### config.mk
export PLATFORM = sky130hd
export DESIGN_NAME = bids22_settle
export DESIGN_NICKNAME = d
export VERILOG_FILES = /design/src/rtl/bids22_settle.sv
export SDC_FILE = /design/constraint.sdc
export NUM_CORES = 1
export LEC_CHECK = 0
export ABC_AREA = 0
export BUFFER_PORTS_ARGS = -buffer_cell sky130_fd_sc_hd__buf_2
export CAP_MARGIN = 10
export CORE_MARGIN = 2
export CORE_UTILIZATION = 43
export CTS_CLUSTER_DIAMETER = 80
export DETAILED_ROUTE_END_ITERATION = 6
export GPL_TIMING_DRIVEN = 0
export PLACE_DENSITY = 0.67
export SETUP_SLACK_MARGIN = 0.3
export SYNTH_ARGS = -nofsm -noshare
export SYNTH_HDL_FRONTEND = slang
export SYNTH_SLANG_ARGS = --single-unit
export TNS_END_PERCENT = 30
### constraint.sdc
create_clock -name clk -period 6.8 [get_ports clk]
set_input_delay 0.34 -clock clk [delete_from_list [all_inputs] [get_ports clk]]
set_output_delay 0.34 -clock clk [all_outputs]
set_load 0.05 [all_outputs]
### src/rtl/bids22_settle.sv
// Settlement stage for the X/Y/Z auction: snapshots bids at round end, resolves a single
// highest eligible bid, debits the winner and holds the result under a roundOver/res_ack handshake.
module bids22_settle #(
    parameter int unsigned BID_W = 16,
    parameter int unsigned BAL_W = 32
) (
    input  logic             clk,
    input  logic             reset_n,
    input  logic             round_end,
    input  logic [BID_W-1:0] X_curr,
    input  logic [BID_W-1:0] Y_curr,
    input  logic [BID_W-1:0] Z_curr,
    input  logic             X_valid,
    input  logic             Y_valid,
    input  logic             Z_valid,
    input  logic [BAL_W-1:0] X_funds,
    input  logic [BAL_W-1:0] Y_funds,
    input  logic [BAL_W-1:0] Z_funds,
    input  logic             res_ack,
    output logic             X_win,
    output logic             Y_win,
    output logic             Z_win,
    output logic [BAL_W-1:0] X_balance,
    output logic [BAL_W-1:0] Y_balance,
    output logic [BAL_W-1:0] Z_balance,
    output logic [BAL_W-1:0] maxBid,
    output logic             roundOver,
    output logic [1:0]       err,
    output logic             busy
);

    typedef enum logic [2:0] {
        StIdle,
        StCapture,
        StCompare,
        StSettle,
        StReport
    } state_e;

    state_e state_q, state_d;

    logic [BID_W-1:0] curr_in [3];
    logic [BAL_W-1:0] funds_in [3];
    logic [2:0]       valid_in;

    logic [BID_W-1:0] bid_q [3];
    logic [BAL_W-1:0] fund_q [3];
    logic [2:0]       vld_q;
    logic [2:0]       elig_q;
    logic [2:0]       win1h_q;
    logic [BID_W-1:0] max_q;
    logic             tie_q;
    logic             none_q;
    // ovr_q applies to the round in flight; ovr_pend_q holds a round_end seen in REPORT
    logic             ovr_q;
    logic             ovr_pend_q;

    logic [2:0]       win_q;
    logic [BAL_W-1:0] bal_q [3];
    logic [BAL_W-1:0] max_bid_q;
    logic [1:0]       err_q;

    logic [2:0]       elig_d;
    logic [BID_W-1:0] max_d;
    logic             any_d;
    logic [2:0]       hit_d;
    logic [1:0]       cnt_d;

    assign curr_in[0]  = X_curr;
    assign curr_in[1]  = Y_curr;
    assign curr_in[2]  = Z_curr;
    assign funds_in[0] = X_funds;
    assign funds_in[1] = Y_funds;
    assign funds_in[2] = Z_funds;
    assign valid_in    = {Z_valid, Y_valid, X_valid};

    always_ff @(posedge clk or negedge reset_n) begin
        if (!reset_n) begin
            state_q <= StIdle;
        end else begin
            state_q <= state_d;
        end
    end

    always_comb begin
        state_d = state_q;
        case (state_q)
            StIdle:    if (round_end) state_d = StCapture;
            StCapture: state_d = StCompare;
            StCompare: state_d = StSettle;
            StSettle:  state_d = StReport;
            StReport:  if (res_ack) state_d = StIdle;
            default:   state_d = StIdle;
        endcase
    end

    always_comb begin
        elig_d = '0;
        for (int i = 0; i < 3; i++) begin
            elig_d[i] = vld_q[i] && (BAL_W'(bid_q[i]) <= fund_q[i]);
        end
    end

    always_comb begin
        max_d = '0;
        any_d = 1'b0;
        hit_d = '0;
        cnt_d = '0;
        for (int i = 0; i < 3; i++) begin
            if (elig_q[i] && (!any_d || bid_q[i] > max_d)) begin
                max_d = bid_q[i];
                any_d = 1'b1;
            end
        end
        for (int i = 0; i < 3; i++) begin
            if (elig_q[i] && bid_q[i] == max_d) begin
                hit_d[i] = 1'b1;
                cnt_d    = cnt_d + 2'd1;
            end
        end
    end

    always_ff @(posedge clk or negedge reset_n) begin
        if (!reset_n) begin
            for (int i = 0; i < 3; i++) begin
                bid_q[i]  <= '0;
                fund_q[i] <= '0;
                bal_q[i]  <= '0;
            end
            vld_q      <= '0;
            elig_q     <= '0;
            win1h_q    <= '0;
            max_q      <= '0;
            tie_q      <= 1'b0;
            none_q     <= 1'b0;
            ovr_q      <= 1'b0;
            ovr_pend_q <= 1'b0;
            win_q      <= '0;
            max_bid_q  <= '0;
            err_q      <= '0;
        end else begin
            case (state_q)
                StIdle: begin
                    if (round_end) begin
                        for (int i = 0; i < 3; i++) begin
                            bid_q[i]  <= curr_in[i];
                            fund_q[i] <= funds_in[i];
                        end
                        vld_q      <= valid_in;
                        win_q      <= '0;
                        err_q      <= '0;
                        ovr_q      <= ovr_pend_q;
                        ovr_pend_q <= 1'b0;
                    end
                end
                StCapture: begin
                    elig_q <= elig_d;
                    if (round_end) ovr_q <= 1'b1;
                end
                StCompare: begin
                    max_q   <= max_d;
                    win1h_q <= (cnt_d == 2'd1) ? hit_d : 3'b000;
                    tie_q   <= (cnt_d >= 2'd2);
                    none_q  <= !any_d;
                    if (round_end) ovr_q <= 1'b1;
                end
                StSettle: begin
                    for (int i = 0; i < 3; i++) begin
                        bal_q[i] <= win1h_q[i] ? (fund_q[i] - BAL_W'(max_q)) : fund_q[i];
                    end
                    win_q     <= win1h_q;
                    max_bid_q <= (|win1h_q) ? BAL_W'(max_q) : '0;
                    if (ovr_q || round_end) begin
                        err_q <= 2'b11;
                    end else if (none_q) begin
                        err_q <= 2'b10;
                    end else if (tie_q) begin
                        err_q <= 2'b01;
                    end else begin
                        err_q <= 2'b00;
                    end
                end
                StReport: begin
                    if (round_end) ovr_pend_q <= 1'b1;
                end
                default: ;
            endcase
        end
    end

    assign X_win     = win_q[0];
    assign Y_win     = win_q[1];
    assign Z_win     = win_q[2];
    assign X_balance = bal_q[0];
    assign Y_balance = bal_q[1];
    assign Z_balance = bal_q[2];
    assign maxBid    = max_bid_q;
    assign err       = err_q;
    assign roundOver = (state_q == StReport);
    assign busy      = (state_q != StIdle);

endmodule

==> results of run 1 <==
cells by family (layout without fill, tap and decap cells):
family,Yosys count,after routing,synth area share (%)
simple gates,759,759,18.66
compound gates,496,496,16.95
flops,293,293,41.14
buf+inv,237,679,5.554
fa+ha+maj,132,132,9.394
xor+xnor,115,115,5.652
mux,45,45,2.626
other cells,1,18,0.02104
state kept, by name, indices dropped and copies added (netlist names), 2 cells and up:
signal and count:
fund_q 96, bid_q 48, X_balance 32, Y_balance 32, Z_balance 32, maxBid 16
max_q 16, elig_q 3, state_q 3, vld_q 3, win1h_q 3, win_q 3
err 2
placed cells by master, fill, tap and decap left out, types with 7 or more instances in the layout:
master and instances:
nand2_1 475, dfrtp_1 290, buf_2 269, o21ai_0 229, ha_1 129, inv_1 123, dlygate4sd3_1 99, clkbuf_1 88
nor2_1 86, a21oi_1 84, xnor2_1 75, xor2_1 40, nor3_1 38, mux2i_1 37, clkbuf_16 36, nand4_1 27
buf_4 27, nand3_1 24, a21o_1 22, o21a_1 22, nor2b_1 20, a22o_1 19, conb_1 16, nor4_1 14
or3_1 13, nand2b_1 11, o22ai_1 10, a31oi_1 10, clkbuf_8 9, a21boi_0 9, a211oi_1 9, a21oi_2 8
a221oi_1 8, o211ai_1 7, or2_2 7
worst min-delay path, cell delays in order:
cell	delay [ns]
buf_2	0.08
nand2_1	0.05
nand2_1	0.05
per-layer routing:
| layer | global-route usage [%] | part of all wire (%) | vias to the layer above |
|---|---|---|---|
| li1 | - | - | 7982 |
| met1 | 42.30 | 44 | 8422 |
| met2 | 49.79 | 46 | 709 |
| met3 | 4.327 | 6.4 | 151 |
| met4 | 12.12 | 4.1 | 2 |
| met5 | 0 | 0.016 | - |
power by group through the flow:
| stage | logic (mW) | clock network [mW] | registers (mW) |
|---|---|---|---|
| 3_3_place_gp | 6.95 | 0 | 3.42 |
| 6_report | 7.44 | 1.97 | 3.46 |
| 2_1_floorplan | 4.30 | 0 | 3.99 |
| 3_5_place_dp | 7.12 | 0 | 3.44 |
| 5_1_grt | 8.14 | 2.05 | 3.53 |
| 4_1_cts | 7.25 | 2.00 | 3.42 |
worst max-delay path by stage:
stage               slack, ns                  start                      to  depth (start not counted)
floorplan                0.92  elig_q[0]$_DFFE_PN0P_  win1h_q[1]$_DFFE_PN0P_                         25
global placement        -1.48  elig_q[0]$_DFFE_PN0P_  win1h_q[2]$_DFFE_PN0P_                         24
detailed placement      -1.30  elig_q[0]$_DFFE_PN0P_  win1h_q[2]$_DFFE_PN0P_                         24
CTS                      0.32  bid_q[47]$_DFFE_PN0P_  win1h_q[2]$_DFFE_PN0P_                         25
global route             0.31  elig_q[0]$_DFFE_PN0P_  win1h_q[1]$_DFFE_PN0P_                         26
finish                   0.52  elig_q[0]$_DFFE_PN0P_  win1h_q[0]$_DFFE_PN0P_                         26
what timing repair did:
action                     CTS  global route
hold buffers                99             0
pin swaps                    2             6
setup endpoints to repair   19             4
buffers inserted             1             7
hold endpoints to repair   181             0
gates resized for setup     20            20
final cells by class:
cell class | count | area (sq um) | share of cell area [%]
Sequential cell | 293 | 7336 | 32.78
Multi-Input combinational cell | 1563 | 9686 | 43.28
Clock inverter | 15 | 177.7 | 0.7939
Antenna cell | 2 | 5.005 | 0.02236
Clock buffer | 48 | 1016 | 4.540
Buffer | 113 | 550.5 | 2.460
Tap cell | 532 | 665.6 | 2.974
Timing Repair Buffer | 379 | 2474 | 11.05
Inverter | 124 | 470.5 | 2.102
==> flow_summary.ini, run 1 <==
[synth]
synth_commonest_cells = nand2_1 (477), dfrtp_1 (293), o21ai_0 (230)
synth.ff_latch_count = 293
synth_largest_type_area_fraction_pct = 41.14
synth_largest_area_cell = dfrtp_1
ys_types = 83
synth-seq-area-share_pct = 41.14
synth_area_sq_um = 17820
yosys_most_used_dff = dfrtp_1
syn-instance-count = 2078
ys_top_cells_by_area = dfrtp_1 (41%), nand2_1 (10%), ha_1 (9.1%), o21ai_0 (6.5%), xnor2_1 (3.7%)
synthArstFlopShare_pct = 100.0
synth_enable_flop_cells = 0
synth_most_common_cell = nand2_1
synth_warnings = 0
avgSynthCellArea_sq_um = 8.576

[worst_setup_path]
regToRegEndpoint = win1h_q[0]$_DFFE_PN0P_
critical_path_arrival_ns = 6.76
worst_ep_required_time_ns = 7.28
slowest_stage = a2111o_1
crit_type = reg -> reg
cp-end-kind = register
crit_path_start_kind = register
critical_path.top_delay_family = compound AO/OA/AOI/OAI gates
most_frequent_cell_on_the_critical_path = ha_1
critical_path.max_stage_delay_ns = 0.45
critPathMaxFanout = 10
critical_path_buf_inv_count = 5
r2r_cells = 26
register_to_register_path_setup_slack_ns = 0.52
worstReg2RegStart = elig_q[0]$_DFFE_PN0P_

[pwr]
power.share.switching_pct = 51.42
pwr-share-comb_pct = 57.8
finalPower_mw = 12.87
cellInternalPower_mw = 6.253
power.density_cell_area_nw_per_um2 = 575.1
total_leakage_power_nw = 10.59
pwr-share-clk_pct = 15.3
peakVddDrop_mv = 0.2551
seq_power_share_pct = 26.9
net-switching-power_mw = 6.618

[clock_network]
clock-root-buffer = clkbuf_16
cts_tree = yes
clk_pin_slew_worst_paths_ns = 0.06
ctsHtreeMaxLevel = 2
total_cts_buffers = 36
clock_insertion_delay_worst_skew_ns = 0.56
cts_max_path_buffers = 3
tritoncts_num_sinks = 293

[die]
initial_utilization_pct = 43.64
die_height_microns = 207.6
floorplan.die_area_sq_um = 43090
design.core.area_sq_um = 40830
num_rows = 74
die_width_microns = 207.6
ios = 286

[sta]
timing.final.ws_setup_ns = 0.5246
slew_headroom_pct = 4.903
setup_viol_count_final = 0
hold_slack_ns = 0.01091
fin_tns_setup_ns = 0
rsz0062_at_grt = no
timing.final.hold_violations = 0
min_period_ns = 6.275
achievable-frequency_ghz = 0.1594
final-max-slew-violation-count = 0
skew_ns = 0.03661
fin_crit_sh_pct = 92.29
timing_worst_slew_pin_value_ns = 1.426

[final_layout]
area.growth.synth_to_final_pct = 25.58
finalNetCount = 2793
layout.core_utilization_pct = 54.81
finalNonFillerCells = 3069
num-fill-cells = 3769
drive_gt1_share_pct = 16.41
layout.cell_area.non_filler_sq_um = 22380

[route]
routed_wire_per_std_cell_microns = 22.09
wirelength_microns = 67780
drt-initial-drc-count = 1316
drt_pass1_iterations = 5
drcViolationCount = 0
num_vias = 17270
routed_via_density = 5.626
ant_nets = 0

[placed_design]
placement.io_buffers = 269
place_worst_setup_slack_ns = -1.304
post-dp-hpwl_microns = 51650
dp_cells = 2897
routabilityCongestion = 0.9902
dpl_cell_area_sq_um = 19970

[global_route]
maximum_number_of_pins_on_one_net_before_global_route_repair = 123
grt_pass1_wl_microns = 101800
antenna_found_initial = 4
globalRouteOverflowTotal = 0
grt_pass1_vias = 16690
global_routing_usage_summed_across_all_routing_layers_pct = 30.95

[job]
maxCapViolations = 0

[status]
status = complete, no violations

[min_path]
worstHoldPathCells = 3
min-delay-path-class = in -> reg
hold_path_end = bid_q[7]$_DFFE_PN0P_
hold_start = Z_curr[7]
No activity file was read; power rests on OpenSTA's default activity.
==> run 2: changes to the inputs <==
CORE_UTILIZATION = 58   (was 43)
GPL_ROUTABILITY_DRIVEN = 1   (was not set)
PLACE_DENSITY = 0.86   (was 0.67)
==> run 2 against run 1 <==
- clock power down 3%
- via count up 0.82%
- critical path type unchanged
- largest cell class unchanged
- register-to-register slack worse by 0.03 ns
- highest routed layer unchanged
==> flow_summary.ini, run 2 (synthesis gave the netlist of run 1 again) <==
[status]
status = complete, no violations

[pwr]
total_leakage_power_nw = 10.14
peakVddDrop_mv = 0.2779
power.density_cell_area_nw_per_um2 = 606.1
finalPower_mw = 12.82

[route]
drt-initial-drc-count = 2051
drt_pass1_iterations = 6
drcViolationCount = 0
ant_nets = 0
wirelength_microns = 64690
routed_wire_per_std_cell_microns = 22.87
num_vias = 17410
routed_via_density = 6.153

[global_route]
maximum_number_of_pins_on_one_net_before_global_route_repair = 127
globalRouteOverflowTotal = 0
antenna_found_initial = 2
global_routing_usage_summed_across_all_routing_layers_pct = 39.93
grt_pass1_wl_microns = 95600
grt_pass1_vias = 16420

[sta]
slew_headroom_pct = 16.02
rsz0062_at_grt = no
fin_crit_sh_pct = 92.79
achievable-frequency_ghz = 0.1585
timing_worst_slew_pin_value_ns = 1.260
skew_ns = 0.01776
fin_tns_setup_ns = 0
hold_slack_ns = 0.001625
min_period_ns = 6.309
setup_viol_count_final = 0
timing.final.ws_setup_ns = 0.4906
final-max-slew-violation-count = 0
timing.final.hold_violations = 0

[worst_setup_path]
critical_path.max_stage_delay_ns = 0.46
r2r_cells = 27
crit_type = reg -> reg
critical_path_buf_inv_count = 6
regToRegEndpoint = win1h_q[0]$_DFFE_PN0P_
critical_path_arrival_ns = 6.74
most_frequent_cell_on_the_critical_path = ha_1
crit_path_start_kind = register
register_to_register_path_setup_slack_ns = 0.49
worstReg2RegStart = elig_q[0]$_DFFE_PN0P_
critPathMaxFanout = 10
worst_ep_required_time_ns = 7.23
slowest_stage = or3_4
crit_path_end = win1h_q[0]$_DFFE_PN0P_
worst_setup_path_startpoint = elig_q[0]$_DFFE_PN0P_
crit_cells = 27
critical_path.top_delay_family = compound AO/OA/AOI/OAI gates
cp-end-kind = register

[clock_network]
clock_insertion_delay_worst_skew_ns = 0.53
cts_max_path_buffers = 3
clk_pin_slew_worst_paths_ns = 0.06
ctsHtreeMaxLevel = 2
tritoncts_num_sinks = 293
cts_tree = yes
clock-root-buffer = clkbuf_16
total_cts_buffers = 34

[placed_design]
placement.io_buffers = 269
dp_cells = 2760
routabilityCongestion = 1.034
dpl_cell_area_sq_um = 19790
post-dp-hpwl_microns = 48980
place_worst_setup_slack_ns = -1.082

[final_layout]
finalNetCount = 2690
largest_register_ffs = 96
finalNonFillerCells = 2829
top_regs = fund_q x96, bid_q x48
regMostFlops = fund_q
layout.cell_area.non_filler_sq_um = 21150
num-fill-cells = 2380
layout.core_utilization_pct = 69.49
drive_gt1_share_pct = 16.78
area.growth.synth_to_final_pct = 18.65
layout.cells.most_common = nand2_1
layout_common_cells = nand2_1 (476), dfrtp_1 (290), buf_2 (269), o21ai_0 (230), ha_1 (129)

[min_path]
min-delay-path-class = in -> reg

[die]
die_height_microns = 179.3
num_rows = 64
design.core.area_sq_um = 30430
ios = 286
die_width_microns = 179.3
floorplan.die_area_sq_um = 32140
initial_utilization_pct = 58.56

[job]
maxCapViolations = 0
[run 2: cell count changes in the layout (fill, tap and decap cells not counted), sizes merged]
cell / change
clkinv: +3
bufinv: +1
diode: -1
buf: -3
clkbuf: -7
dlygate4sd3: -97
[run 2: cell type report]
class / count / area, sq um / area share (%)
diodes: 1 / 2.502 / 0.01183
well taps: 396 / 495.5 / 2.343
repair buffers: 278 / 1469 / 6.947
multi-input cells: 1563 / 9687 / 45.81
flip-flops and latches: 293 / 7336 / 34.69
plain buffers: 113 / 534.3 / 2.527
inverters: 124 / 470.5 / 2.225
clock inverters: 19 / 230.2 / 1.089
clock buffers: 42 / 920.9 / 4.355
[run 2: power breakdown]
group          switching [mW]  total [mW]  internal, mW
registers               0.977        3.48          2.51
clock network           0.785        1.91          1.13
logic                    4.90        7.42          2.52
[run 2: worst register-to-register path, stage by stage (launching register included)]
cell	delay, ns
dfrtp_2	0.44
buf_6	0.19
nand2_1	0.17
ha_1	0.37
nand4_1	0.12
or3_4	0.46
a211o_1	0.31
a31oi_4	0.20
buf_6	0.20
buf_4	0.24
buf_4	0.24
nor2_1	0.07
a21oi_2	0.16
ha_1	0.28
nand4_1	0.18
nor2_1	0.06
a2111o_1	0.43
a211o_4	0.33
nand2_4	0.14
clkbuf_4	0.26
o221ai_1	0.14
a22oi_1	0.23
o2111ai_2	0.24
inv_1	0.12
ha_1	0.16
nor3b_1	0.18
nand2_1	0.10
o21ai_0	0.22
[run 2: worst min path at each step]
stage / depth (start not counted) / slack (ns) / end / startpoint
after global placement: 2 / 0.46 / Y_balance[11]$_DFFE_PN0P_ / Y_balance[11]$_DFFE_PN0P_
after global routing: 3 / 0.02 / bid_q[7]$_DFFE_PN0P_ / Z_curr[7]
after detailed placement: 1 / 0.35 / bid_q[24]$_DFFE_PN0P_ / reset_n
after floorplan: 0 / 0.04 / X_balance[0]$_DFFE_PN0P_ / reset_n
after CTS: 3 / 0.0007 / bid_q[6]$_DFFE_PN0P_ / Z_curr[6]
final: 3 / 0.002 / bid_q[6]$_DFFE_PN0P_ / Z_curr[6]
[run 2: layer usage]
metal  part of all wire [%]  track usage (%)  up-vias  wire [microns]
li1                       -                -     7783               -
met1                     39            51.78     8324           24910
met2                     44            61.72     1065           28680
met3                     11            9.542      234            7055
met4                    6.2            21.77        2            4031
met5                  0.017                0        -              11
[run 2: timing repair]
item                                   CTS  global route
buffers inserted                         1             4
hold buffers                             2             0
endpoints found under the hold margin   78             0
pin swaps                                1             4
gates resized for setup                 17            17
setup endpoints to repair               19             4
==> run 3: changes to the inputs <==
CTS_BUF_LIST = sky130_fd_sc_hd__clkbuf_16   (was not set)
CTS_CLUSTER_SIZE = 10   (was not set)
==> run 3 against run 2 <==
- total power decreased by 2.2%
- core utilization decreased by 0.70 points
- flip-flop and latch count unchanged
- design area decreased by 1.0%
- largest cell class unchanged
==> flow_summary.ini, run 3 (synthesis gave the netlist of run 1 again) <==
[final_layout]
drive_gt1_share_pct = 16.15
layout.cells.most_common = nand2_1
layout_common_cells = nand2_1 (475), dfrtp_1 (291), buf_2 (269), o21ai_0 (229), ha_1 (129)
regMostFlops = fund_q
layout.cell_area.non_filler_sq_um = 20930
area.growth.synth_to_final_pct = 17.46
top_regs = fund_q x96, bid_q x48
largest_register_ffs = 96
finalNetCount = 2690

[job]
maxCapViolations = 0

[placed_design]
placement.io_buffers = 269
place_worst_setup_slack_ns = -1.082
routabilityCongestion = 1.034
dpl_cell_area_sq_um = 19790
post-dp-hpwl_microns = 48980

[sta]
min_period_ns = 6.283
final-max-slew-violation-count = 0
achievable-frequency_ghz = 0.1592
timing.final.hold_violations = 0
fin_tns_setup_ns = 0
rsz0062_at_grt = no
setup_viol_count_final = 0
timing_worst_slew_pin_value_ns = 1.134
slew_headroom_pct = 24.43
fin_crit_sh_pct = 92.39
skew_ns = 0.02277
hold_slack_ns = 0.003546
timing.final.ws_setup_ns = 0.5174

[global_route]
grt_pass1_wl_microns = 95210
globalRouteOverflowTotal = 0
grt.met3_usage_pct = 8.800
grt_pass1_vias = 16310
grt_busiest_layer = met2
maximum_number_of_pins_on_one_net_before_global_route_repair = 127
globalRouteMet2Util_pct = 61.41
antenna_found_initial = 1
gr-usage-met1_pct = 52.16
global_routing_usage_summed_across_all_routing_layers_pct = 39.67

[worst_setup_path]
r2r_cells = 27
register_to_register_path_setup_slack_ns = 0.52
crit_path_start_kind = register
critPathMaxFanout = 10
regToRegEndpoint = win1h_q[0]$_DFFE_PN0P_
crit_type = reg -> reg
critical_path_arrival_ns = 6.71
worst_ep_required_time_ns = 7.23
worstReg2RegStart = bid_q[47]$_DFFE_PN0P_
cp-end-kind = register

[min_path]
min-delay-path-class = in -> reg
hold_start = Z_curr[3]
hold_path_end = bid_q[3]$_DFFE_PN0P_
worstHoldPathCells = 3

[clock_network]
clock-root-buffer = clkbuf_16
clk_pin_slew_worst_paths_ns = 0.06
tritoncts_num_sinks = 293
cts_tree = yes
total_cts_buffers = 35
clock_insertion_delay_worst_skew_ns = 0.53
cts_max_path_buffers = 3
ctsHtreeMaxLevel = 2

[die]
num_rows = 64
design.core.area_sq_um = 30430
initial_utilization_pct = 58.56
die_height_microns = 179.3
floorplan.die_area_sq_um = 32140
ios = 286
die_width_microns = 179.3

[route]
routed_wire_per_std_cell_microns = 22.86
drcViolationCount = 0
num_vias = 17330
routed_via_density = 6.176
wirelength_microns = 64140
drt_pass1_iterations = 6
ant_nets = 0
drt-initial-drc-count = 1748

[pwr]
total_leakage_power_nw = 10.03
power.density_cell_area_nw_per_um2 = 598.6
peakVddDrop_mv = 0.2580

[status]
status = complete, no violations
run 3: cell types whose count changed in the layout (fill, tap and decap cells not counted), sizes merged:
cell	previous run	this run
clkinv	11	3
clkbuf	126	119
bufinv	4	0
buf	305	303
clkinvlp	2	0
dlygate4sd3	2	3
inv	126	125
run 3: report_power, final:
part	switching (mW)	internal, mW
Combinational	4.88	2.51
Clock	0.738	0.924
Sequential	0.973	2.51
Total	6.59	5.94
run 3: worst max-delay path, stage by stage, from the launching register on:
cell	delay, ns
dfrtp_2	0.44
and2_4	0.19
inv_1	0.10
ha_1	0.39
nand4_1	0.15
or3_4	0.46
a211o_1	0.31
a31oi_4	0.20
buf_6	0.20
buf_4	0.23
buf_4	0.23
nor2_1	0.07
a21oi_2	0.18
ha_1	0.28
nand4_1	0.18
nor2_1	0.08
a2111o_1	0.42
a211o_4	0.33
nand2_4	0.14
clkbuf_4	0.26
o221ai_1	0.14
a22oi_1	0.22
o2111ai_2	0.22
inv_1	0.11
ha_1	0.16
nor3b_1	0.18
nand2_1	0.10
o21ai_0	0.21
run 3: area by class of cell:
cell class,count,area (sq um)
antenna,1,2.502
buffer,113,534.3
clock buffer,35,875.8
clock inverter,4,61.31
fill,2429,9497
inverter,124,470.5
multi-input combinational,1563,9694
sequential,293,7335
tap,396,495.5
timing repair buffer,277,1464
run 3: worst max-delay path by stage:
stage | from | to | slack [ns] | cells after the start
after CTS | elig_q[0]$_DFFE_PN0P_ | win1h_q[0]$_DFFE_PN0P_ | 0.36 | 27
final | bid_q[47]$_DFFE_PN0P_ | win1h_q[0]$_DFFE_PN0P_ | 0.52 | 27
after global placement | elig_q[0]$_DFFE_PN0P_ | win1h_q[1]$_DFFE_PN0P_ | -1.01 | 26
after detailed placement | elig_q[0]$_DFFE_PN0P_ | win1h_q[0]$_DFFE_PN0P_ | -1.08 | 26
after floorplan | elig_q[0]$_DFFE_PN0P_ | win1h_q[1]$_DFFE_PN0P_ | 0.92 | 25
after global routing | bid_q[41]$_DFFE_PN0P_ | win1h_q[1]$_DFFE_PN0P_ | 0.29 | 27
run 3: stage by stage:
stage          std cells  power [mW]  utilization [%]
6_report            2806       12.53            68.79
5_1_grt             2805       13.30            68.78
4_1_cts             2803       12.25            68.44
3_5_place_dp        2760       10.50            65.03
3_3_place_gp        2758       10.25            64.80
2_1_floorplan       2093       8.292                -
run 3: repair_timing:
action                                 CTS  global route
buffers inserted                         1             2
cloned                                   0             0
gates resized for setup                 17            19
endpoints found under the hold margin   79             0
hold buffers                             3             0
setup endpoints to repair               19             4
pin swaps                                1             5
run 3: routing by layer:
metal	routed length, microns	share of wire [%]
met1	25290	39
met5	13	0.020
met4	3848	6.0
met3	6641	10
met2	28350	44
